===== src/rtl/nrf_spi_pkg.sv =====
// Shared constants for the nRF24L01 SPI responder: opcodes, register map,
// STATUS layout and the command FSM state type.
package nrf_spi_pkg;

  localparam logic [2:0] OP_R_REGISTER   = 3'b000;
  localparam logic [2:0] OP_W_REGISTER   = 3'b001;
  localparam logic [7:0] OP_R_RX_PAYLOAD = 8'h61;
  localparam logic [7:0] OP_W_TX_PAYLOAD = 8'hA0;
  localparam logic [7:0] OP_NOP          = 8'hFF;

  localparam logic [4:0] ADDR_CONFIG     = 5'h00;
  localparam logic [4:0] ADDR_EN_AA      = 5'h01;
  localparam logic [4:0] ADDR_EN_RXADDR  = 5'h02;
  localparam logic [4:0] ADDR_SETUP_AW   = 5'h03;
  localparam logic [4:0] ADDR_SETUP_RETR = 5'h04;
  localparam logic [4:0] ADDR_RF_CH      = 5'h05;
  localparam logic [4:0] ADDR_RF_SETUP   = 5'h06;
  localparam logic [4:0] ADDR_STATUS     = 5'h07;

  localparam logic [7:0] RST_CONFIG      = 8'h08;
  localparam logic [7:0] RST_EN_AA       = 8'h3F;
  localparam logic [7:0] RST_EN_RXADDR   = 8'h03;
  localparam logic [7:0] RST_SETUP_AW    = 8'h03;
  localparam logic [7:0] RST_SETUP_RETR  = 8'h03;
  localparam logic [7:0] RST_RF_CH       = 8'h02;
  localparam logic [7:0] RST_RF_SETUP    = 8'h0F;

  localparam int STATUS_RX_DR = 6;
  localparam int STATUS_TX_DS = 5;

  localparam logic [2:0] PAYLOAD_BYTES = 3'd4;

  typedef enum logic [1:0] {IDLE, CMD, DATA, IGNORE} state_e;

  function automatic logic [7:0] reg_reset_value(input logic [2:0] addr);
    case (addr)
      ADDR_CONFIG[2:0]:     return RST_CONFIG;
      ADDR_EN_AA[2:0]:      return RST_EN_AA;
      ADDR_EN_RXADDR[2:0]:  return RST_EN_RXADDR;
      ADDR_SETUP_AW[2:0]:   return RST_SETUP_AW;
      ADDR_SETUP_RETR[2:0]: return RST_SETUP_RETR;
      ADDR_RF_CH[2:0]:      return RST_RF_CH;
      ADDR_RF_SETUP[2:0]:   return RST_RF_SETUP;
      default:              return 8'h00;
    endcase
  endfunction

endpackage


===== src/rtl/spi_sync_edge.sv =====
// Two-flop synchronizer for an asynchronous pin with registered rise/fall pulses.
module spi_sync_edge #(
  parameter logic INIT = 1'b0
) (
  input  logic clk,
  input  logic rst,
  input  logic d_i,
  output logic rise_o,
  output logic fall_o
);

  logic [2:0] sync_q;
  logic       rise_q;
  logic       fall_q;

  // sync_q[1] is the synchronized level, sync_q[2] its previous value
  always_ff @(posedge clk or posedge rst) begin
    if (rst) begin
      sync_q <= {3{INIT}};
      rise_q <= 1'b0;
      fall_q <= 1'b0;
    end else begin
      sync_q <= {sync_q[1:0], d_i};
      rise_q <= sync_q[1] & ~sync_q[2];
      fall_q <= ~sync_q[1] & sync_q[2];
    end
  end

  assign rise_o = rise_q;
  assign fall_o = fall_q;

endmodule


===== src/rtl/nrf_spi_responder.sv =====
// nRF24L01 command-interface SPI slave model: oversampled mode-0 SPI, command
// decode, small register file with STATUS flags, and 4-byte RX/TX payload buffers.
module nrf_spi_responder
  import nrf_spi_pkg::*;
(
  input  logic        clk_10,
  input  logic        rst,
  input  logic        sck,
  input  logic        csn,
  input  logic        mosi,
  output logic        miso,
  input  logic [31:0] rx_payload_in,
  input  logic        rx_payload_load,
  input  logic        tx_done_in,
  output logic [31:0] tx_payload_out,
  output logic        tx_payload_valid,
  output logic [7:0]  config_out
);

  logic sck_rise, sck_fall, csn_rise, csn_fall;

  spi_sync_edge #(.INIT(1'b0)) u_sck_sync (
    .clk(clk_10), .rst(rst), .d_i(sck), .rise_o(sck_rise), .fall_o(sck_fall)
  );

  // csn idles high, so its synchronizer resets high to avoid a false edge
  spi_sync_edge #(.INIT(1'b1)) u_csn_sync (
    .clk(clk_10), .rst(rst), .d_i(csn), .rise_o(csn_rise), .fall_o(csn_fall)
  );

  state_e      state_q, state_d;
  logic [1:0]  mosi_sync_q;
  logic [7:0]  sout_q;
  logic [6:0]  sin_q;
  logic [2:0]  bit_cnt_q;
  logic [2:0]  byte_cnt_q;
  logic [7:0]  cmd_q;
  logic [7:0]  regs_q [0:6];
  logic        rx_dr_q, tx_ds_q;
  logic [31:0] rx_buf_q, tx_buf_q, tx_out_q;
  logic        tx_valid_q;

  logic        mosi_s, active, last_bit;
  logic [7:0]  byte_in, status, rd_data, out_byte;
  logic [4:0]  cmd_addr;
  logic [1:0]  data_idx;
  logic        we, rx_clear, tx_fill, tx_commit, in_payload;

  assign mosi_s     = mosi_sync_q[1];
  assign active     = (state_q != IDLE);
  assign last_bit   = active && sck_rise && (bit_cnt_q == 3'd7);
  assign byte_in    = {sin_q, mosi_s};
  assign cmd_addr   = cmd_q[4:0];
  assign data_idx   = byte_cnt_q[1:0] - 2'd1;
  assign in_payload = (byte_cnt_q != 3'd0) && (byte_cnt_q <= PAYLOAD_BYTES);
  assign status     = {1'b0, rx_dr_q, tx_ds_q, 1'b0, (rx_dr_q ? 3'b000 : 3'b111), 1'b0};

  assign we        = (state_q == DATA) && last_bit && (byte_cnt_q == 3'd1) &&
                     (cmd_q[7:5] == OP_W_REGISTER);
  assign tx_fill   = (state_q == DATA) && last_bit && in_payload && (cmd_q == OP_W_TX_PAYLOAD);
  assign tx_commit = (state_q == DATA) && csn_rise && (byte_cnt_q > PAYLOAD_BYTES) &&
                     (cmd_q == OP_W_TX_PAYLOAD);
  assign rx_clear  = (state_q == DATA) && csn_rise && (byte_cnt_q > PAYLOAD_BYTES) &&
                     (cmd_q == OP_R_RX_PAYLOAD);

  always_comb begin
    rd_data = 8'h00;
    if (cmd_addr == ADDR_STATUS) rd_data = status;
    else if (cmd_addr < ADDR_STATUS) rd_data = regs_q[cmd_addr[2:0]];
  end

  // Byte presented on MISO at the start of each data byte
  always_comb begin
    out_byte = 8'h00;
    if (state_q == DATA) begin
      if (cmd_q[7:5] == OP_R_REGISTER && byte_cnt_q == 3'd1) out_byte = rd_data;
      else if (cmd_q == OP_R_RX_PAYLOAD && in_payload) out_byte = rx_buf_q[{data_idx, 3'b000} +: 8];
    end
  end

  always_comb begin
    state_d = state_q;
    case (state_q)
      IDLE: if (csn_fall) state_d = CMD;
      CMD: begin
        if (last_bit) begin
          if (byte_in == OP_NOP) state_d = IGNORE;
          else if (byte_in[7:5] == OP_R_REGISTER || byte_in[7:5] == OP_W_REGISTER ||
                   byte_in == OP_R_RX_PAYLOAD || byte_in == OP_W_TX_PAYLOAD) state_d = DATA;
          else state_d = IGNORE;
        end
      end
      default: ;
    endcase
    if (csn_rise) state_d = IDLE;
  end

  always_ff @(posedge clk_10 or posedge rst) begin
    if (rst) state_q <= IDLE;
    else     state_q <= state_d;
  end

  always_ff @(posedge clk_10 or posedge rst) begin
    if (rst) begin
      mosi_sync_q <= 2'b00;
      sout_q      <= 8'h00;
      sin_q       <= 7'h00;
      bit_cnt_q   <= 3'd0;
      byte_cnt_q  <= 3'd0;
      cmd_q       <= 8'h00;
      for (int i = 0; i < 7; i++) regs_q[i] <= reg_reset_value(3'(i));
      rx_dr_q     <= 1'b0;
      tx_ds_q     <= 1'b0;
      rx_buf_q    <= 32'h0;
      tx_buf_q    <= 32'h0;
      tx_out_q    <= 32'h0;
      tx_valid_q  <= 1'b0;
    end else begin
      mosi_sync_q <= {mosi_sync_q[0], mosi};
      tx_valid_q  <= 1'b0;

      if (state_q == IDLE && csn_fall) begin
        sout_q     <= status;
        bit_cnt_q  <= 3'd0;
        byte_cnt_q <= 3'd0;
      end else if (active) begin
        if (sck_rise) begin
          sin_q     <= byte_in[6:0];
          bit_cnt_q <= bit_cnt_q + 3'd1;
          if (bit_cnt_q == 3'd7 && byte_cnt_q != 3'd7) byte_cnt_q <= byte_cnt_q + 3'd1;
        end
        // A fall with no bits pending opens a new byte
        if (sck_fall) sout_q <= (bit_cnt_q == 3'd0) ? out_byte : {sout_q[6:0], 1'b0};
      end

      if (state_q == CMD && last_bit) cmd_q <= byte_in;
      if (we && cmd_addr < ADDR_STATUS) regs_q[cmd_addr[2:0]] <= byte_in;

      if (rx_payload_load) rx_dr_q <= 1'b1;
      else if (rx_clear || (we && cmd_addr == ADDR_STATUS && byte_in[STATUS_RX_DR])) rx_dr_q <= 1'b0;

      if (tx_done_in) tx_ds_q <= 1'b1;
      else if (we && cmd_addr == ADDR_STATUS && byte_in[STATUS_TX_DS]) tx_ds_q <= 1'b0;

      if (rx_payload_load) rx_buf_q <= rx_payload_in;
      if (tx_fill) tx_buf_q[{data_idx, 3'b000} +: 8] <= byte_in;
      if (tx_commit) begin
        tx_out_q   <= tx_buf_q;
        tx_valid_q <= 1'b1;
      end
    end
  end

  assign miso             = active ? sout_q[7] : 1'b0;
  assign tx_payload_out   = tx_out_q;
  assign tx_payload_valid = tx_valid_q;
  assign config_out       = regs_q[ADDR_CONFIG[2:0]];

endmodule


===== config.mk =====
export PLATFORM = sky130hd
export DESIGN_NAME = nrf_spi_responder
export DESIGN_NICKNAME = d
export VERILOG_FILES = /design/src/rtl/nrf_spi_pkg.sv /design/src/rtl/spi_sync_edge.sv /design/src/rtl/nrf_spi_responder.sv
export SDC_FILE = /design/constraint.sdc
export NUM_CORES = 1
export LEC_CHECK = 0
export ABC_AREA = 1
export CORE_MARGIN = 5
export CORE_UTILIZATION = 60
export CTS_BUF_LIST = sky130_fd_sc_hd__clkbuf_8 sky130_fd_sc_hd__clkbuf_16
export DETAILED_ROUTE_END_ITERATION = 7
export PLACE_DENSITY = 0.86
export SETUP_SLACK_MARGIN = 0.02
export SLEW_MARGIN = 25
export SYNTH_ARGS = -nofsm -noshare
export SYNTH_HDL_FRONTEND = slang
export SYNTH_SLANG_ARGS = --single-unit

===== constraint.sdc =====
create_clock -name clk_10 -period 13.3 [get_ports clk_10]
set_clock_uncertainty 0.05 [all_clocks]
set_input_delay 3.99 -clock clk_10 [delete_from_list [all_inputs] [get_ports clk_10]]
set_output_delay 3.99 -clock clk_10 [all_outputs]
set_load 0.1 [all_outputs]

# Word-level counts from Yosys, hierarchy flattened

Index checks and enable logic that the tools add are counted.

Register bits: 198
Logic and storage cells: 143

$add $sub $neg: 4
Multiplexer cells: 36
$lt $le $gt $ge: 5
Shift-type cells: 3
Equal/unequal tests: 15
Bitwise logic cells: 10
Reduce and logical (&&, ||, !) cells: 44

Operators with widths:

| cell                                                 | number |
|---|---|
| 2-to-1 mux 8 bit                                     | 12 |
| bitwise mux 56 bit                                   | 1 |
| bitwise mux 32 bit                                   | 1 |
| variable shift 8 x 7 -> 32 bit, first input constant | 1 |
| variable part select 32 x 6 -> 8 bit                 | 1 |
| variable part select 8 x 7 -> 32 bit                 | 1 |
| binary-select mux 8 bit (select 3 bit)               | 1 |
| demux 8 bit (select 3 bit)                           | 1 |
| equality test 8 bit, second input constant           | 3 |
| 2-to-1 mux 3 bit                                     | 8 |
| logical AND 1 bit                                    | 22 |
| equality test 8 x 7 -> 1 bit, second input constant  | 2 |
| nonzero test 2 bit                                   | 7 |
| equality test 3 x 1 -> 1 bit, second input constant  | 3 |
| zero test 3 bit                                      | 3 |
| AND reduction 3 bit                                  | 3 |
| 2-to-1 mux 1 bit                                     | 8 |
| negator 5 -> 7 bit                                   | 1 |
| adder 3 x 1 -> 3 bit, second input constant          | 2 |
| 2-to-1 mux 2 bit                                     | 3 |
| nonzero test 3 bit                                   | 2 |
| equality test 5 x 3 -> 1 bit, second input constant  | 1 |
| < comparator 5 x 3 -> 1 bit, second input constant   | 1 |
| NOT 1 bit                                            | 5 |
| 17 further kinds                                     | 24 |

# Longest topological paths before layout

Depth after elaboration: 12
Depth in mapped cells: 15
Depth with buffers taken out: 14

# Cells and area by module

From an unflattened synthesis, not the netlist that was laid out.

Cell total of the unflattened synthesis: 1095
Area total of the unflattened synthesis: 9042.4 µm²

Modules (own cells, without submodules):

| module                      | times used | area each (µm²) | seq. area each (µm²) | cells an instance |
|---|---|---|---|---|
| nrf_spi_responder           | 1          | 8750.9          | 4727.0               | 1075 |
| spi_sync_edge at u_csn_sync | 1          | 147.6           | 128.9                | 10 |
| spi_sync_edge at u_sck_sync | 1          | 143.9           | 125.1                | 10 |

# Least setup slack after synthesis

Ideal clock, no wire load.

Path type: reg-to-output
Start point: register state_q[1]
End point: output miso
Slack: 7476 ps
Stages on the path, launching flop included: 5
Path buffers: 0
Data arrival time: 1784 ps
Cells stage by stage: dfrtp_1 -> inv_2 -> nand2_4 -> inv_1 -> nor2_1

Word-level cells in the longest chain between the ends: 2

RTL lines:

| element                  | line                     | text |
|---|---|---|
| start: declaration       | nrf_spi_responder.sv:31  | `state_e state_q, state_d;` |
| start signal: assignment | nrf_spi_responder.sv:100 | `else state_q <= state_d;` |
| nonzero test 2 bit       | nrf_spi_responder.sv:50  | `assign active = (state_q != IDLE);` |
| 2-to-1 mux 1 bit         | nrf_spi_responder.sv:154 | `assign miso = active ? sout_q[7] : 1'b0;` |
| end: declaration         | nrf_spi_responder.sv:11  | `output logic miso,` |

Every way passes these cells.

# Worst setup path in the final report

Start point: register state_q[0]
End point: output miso

The elaborated chain is that of the path after synthesis.

==> impl_results.md <==
- Number of nets produced by synthesis: between 1000 and 1500
- Area occupied by multi-input gates: 3520 um2
- Via-per-instance ratio: 5.47
- Sequential cell area fraction in the yosys report: 54.4%
- Core region area: between 15000 and 20000 um2
- Clock latency on the worst-skew pair: 0.44 ns
- Final worst-path cycle share: 47.9%
- Number of antenna violations at the first check in global routing: 0
- Leakage Power: 4.92 nW
- Data required time at the worst endpoint: 9.26 ns
- DR pass1 iterations: 6
- Status: complete, no violations
- Die boundary width: 134 um
- Power per cell area: ~140 nW/um2
- Postcts setup bufs: 0
- CP cell instances: inv_2 > nand2_4 > inv_1 > nor2_1 > clkdlybuf4s50_1
- Count of distinct cell types in the synthesized netlist: 38
- Data arrival, critical path: 2.33 ns
- Worst Max-Slew Pin Slew: 1.02 ns
- FF+latch count, synth: 198
- Highest routed metal layer: met4
- Maximum net fanout on the critical path: 5
- Register-to-Register Path Depth: 8
- Launching element type of the critical path: flop
- Wire per inst: 15.2 um
- RR Startpoint: cmd_q[2]
- Number of buffers created by CTS: 17
- Maximum number of pins on one net before global-route repair: 117
- Post-synthesis cell count: 1092
- Max-cap violations: 0
- Overall overflow remaining after global route: 0
- Final instance area: 10500 um2
- IO buf count: 80
- Global-route wire length before repair: 34400 um
- Synth Warn #: 0
- Post-route antenna net violation count: 0
- Net count, final: 1191
- Layout overhead on the synthesized area: 14.9%
- Final critical path time including I/O delays and setup: roughly 6.4 ns
- Unrepaired setup endpoints after global routing: no
- Post-synthesis instance area: 9160 um2
- Final Worst Setup Slack: 6.93 ns
- DP Wirelength: 13500 um
- Slowest stage cell, crit path: sky130_fd_sc_hd__clkdlybuf4s50_1
- Achievable Freq: ~160 MHz
- Critical setup path kind: reg2out
- Total vias in the final route: between 7000 and 8000
- Post-route setup TNS: 0 ns
- Post-route DRC violation count: 0
- Clk pin slew, worst setup/hold paths: 0.07 ns
- Setup slack of the worst register-to-register path: 10.49 ns
- Detailed-routing wirelength on met1: 8920 um
- Count of clock tree sinks: 198
- Metal3 WL: 1340 um
- H-tree Lvls: 4
- Number of enable flip-flop cells after synthesis: 0
- Delay of the slowest cell on the worst path: 1.16 ns
- Number of top-level pins: 81
- Max-Slew Margin vs Limit: between 30% and 40%
- Height of the chip: around 130 um
- R2R Path End: tx_payload_out[6]
- Kind of capture point of the worst setup path: primary output
- Starting utilization of the core area: 60.7%
- Met2 layer wire length in the routed design: 9510 um
- Endpoints failing hold: 0
- Flip-flop cell with the highest count after synthesis: sky130_fd_sc_hd__dfrtp_1
- Share of layout cells above drive strength 1: under 10%
- Critical path capture point: miso
- TritonCTS clock tree: done
- Vias in the first global route: 6985
- Antenna Cells: 0
- Area after DPL: 9940 um2
- Post-detailed-routing wire length: 20400 um
- Filler instances: 1134
- Pre-CTS setup slack: about 7 ns
- DRC marker count from the first detailed-route iteration: 725
- Hold crit path type: reg2reg
- Sequential cell area in the final layout: 4980 um2
- Overall global routing resource usage: 23.9%
- Setup violations, final: 0
- Die area: 17800 um2
- Final estimated routing congestion in global placement: 0.874
- Root cell of the clock tree: sky130_fd_sc_hd__clkbuf_16
- Post-CTS Resized: 0
- Hold path startpoint: mosi_sync_q[0]
- Number of buffers added to fix hold violations after cts: 0
- Utilization after layout: 69.8%
- First element of the critical path: state_q[0]
- Async S/R FF share, synth: 100%
- Syn Area/Cell: 8.39 um2
- Site Rows: between 40 and 50
- Final Max Slew Viols: 0
- Max rail drop VDD: 0.000101 V
- Maximum clock path buffer count: 2
-- through the flow --
| step | hold WS [ns] | instances | power (mW) |
|---|---|---|---|
| floorplan | 0.281 | 1092 | 0.860 |
| global placement | 0.286 | 1310 | 0.945 |
| detailed placement | 0.293 | 1310 | 0.953 |
| CTS | 0.303 | 1341 | 1.47 |
| global route | 0.312 | 1341 | 1.53 |
| finish | 0.305 | 1341 | 1.47 |
-- layout by cell type, fill, tap and decap left out, drive strengths merged, types with 5 or more instances in the layout --
| master | count |
|---|---|
| buf | 7 |
| nand2 | 448 |
| clkbuf | 17 |
| nand3 | 53 |
| nand4 | 12 |
| clkinv | 5 |
| inv | 96 |
| dfrtp | 177 |
| a21oi | 20 |
| o211ai | 6 |
| nor2 | 34 |
| o21ai | 147 |
| clkdlybuf4s50 | 80 |
| ha | 11 |
| dfstp | 21 |
-- registers in the layout, summed over array words and instances, names as in the netlist, 2 cells and up --
register           count
tx_payload_out        32
mosi_sync_q            2
u_sck_sync.sync_q      3
config_out             8
tx_buf_q              32
regs_q                48
state_q                2
cmd_q                  8
sout_q                 8
rx_buf_q              32
u_csn_sync.sync_q      3
sin_q                  7
byte_cnt_q             3
bit_cnt_q              3
-- per-layer routing --
layer  global-route usage, %  vias to the layer above
met1                    33.2                     3426
met2                    37.2                      274
met4                    9.94                        0
li1                        -                     3586
met5                       0                        -
met3                    4.76                       51
-- worst min-delay path by stage --
stage | endpoint | cells after the start
2_1_floorplan | mosi_sync_q[1] | 0
3_3_place_gp | mosi_sync_q[1] | 0
3_5_place_dp | mosi_sync_q[1] | 0
4_1_cts | mosi_sync_q[1] | 0
5_1_grt | mosi_sync_q[1] | 0
6_report | mosi_sync_q[1] | 0
-- area by class of cell --
cell class	instances	area share [%]
clock buffer	17	4.04
clock inverter	14	1.51
inverter	90	3.33
multi-input combinational	747	33.4
sequential	198	47.3
tap	188	2.23
timing repair buffer	87	8.14
-- report_power, final --
part / leakage, nW / switching (mW) / internal (mW)
clock network: 0.303 / 0.223 / 0.294
registers: 2.59 / 0.0276 / 0.632
logic: 2.03 / 0.215 / 0.0741
-- cells by family (layout without fill, tap and decap cells) --
logic type | Yosys count | count (layout) | synth area share [%]
simple gates | 553 | 553 | 25.9
flops | 198 | 198 | 54.4
compound gates | 182 | 182 | 11.0
buf+inv | 147 | 208 | 7.20
fa+ha+maj | 11 | 11 | 1.50
mux | 1 | 1 | 0.109
-- synthesized netlist by cell type, types with 3 or more instances --
cell type                    n  area [um2]
sky130_fd_sc_hd__a31oi_1     3        18.8
sky130_fd_sc_hd__o211ai_1    6        45.0
sky130_fd_sc_hd__o21ai_2    16         140
sky130_fd_sc_hd__a21oi_1    20         100
sky130_fd_sc_hd__clkbuf_1   26        97.6
sky130_fd_sc_hd__o21ai_0    57         285
sky130_fd_sc_hd__nand2_1   439        1650
sky130_fd_sc_hd__nor2_4      3        33.8
sky130_fd_sc_hd__buf_2      13        65.1
sky130_fd_sc_hd__nand4_1    10        62.6
sky130_fd_sc_hd__dfstp_2    21         552
sky130_fd_sc_hd__dfrtp_1   177        4430
sky130_fd_sc_hd__buf_6       6        67.6
sky130_fd_sc_hd__o21ai_1    74         370
sky130_fd_sc_hd__o22ai_1     3        18.8
sky130_fd_sc_hd__buf_4      11        82.6
sky130_fd_sc_hd__inv_1      81         304
sky130_fd_sc_hd__nand3_1    48         240
sky130_fd_sc_hd__ha_1       11         138
sky130_fd_sc_hd__nand3_2     4        40.0
sky130_fd_sc_hd__nand2_4     3        33.8
sky130_fd_sc_hd__inv_2       6        22.5
sky130_fd_sc_hd__nand2_2     6        37.5
sky130_fd_sc_hd__nor2_1     29         109
-- worst max-delay path: cells and delay by family (launching register included) --
kind	cells	cell delay, ns
buffers and inverters	3	1.30
DFF	1	0.37
and+or+nand+nor	2	0.22
Note: power is estimated with default switching activity, not from simulation.
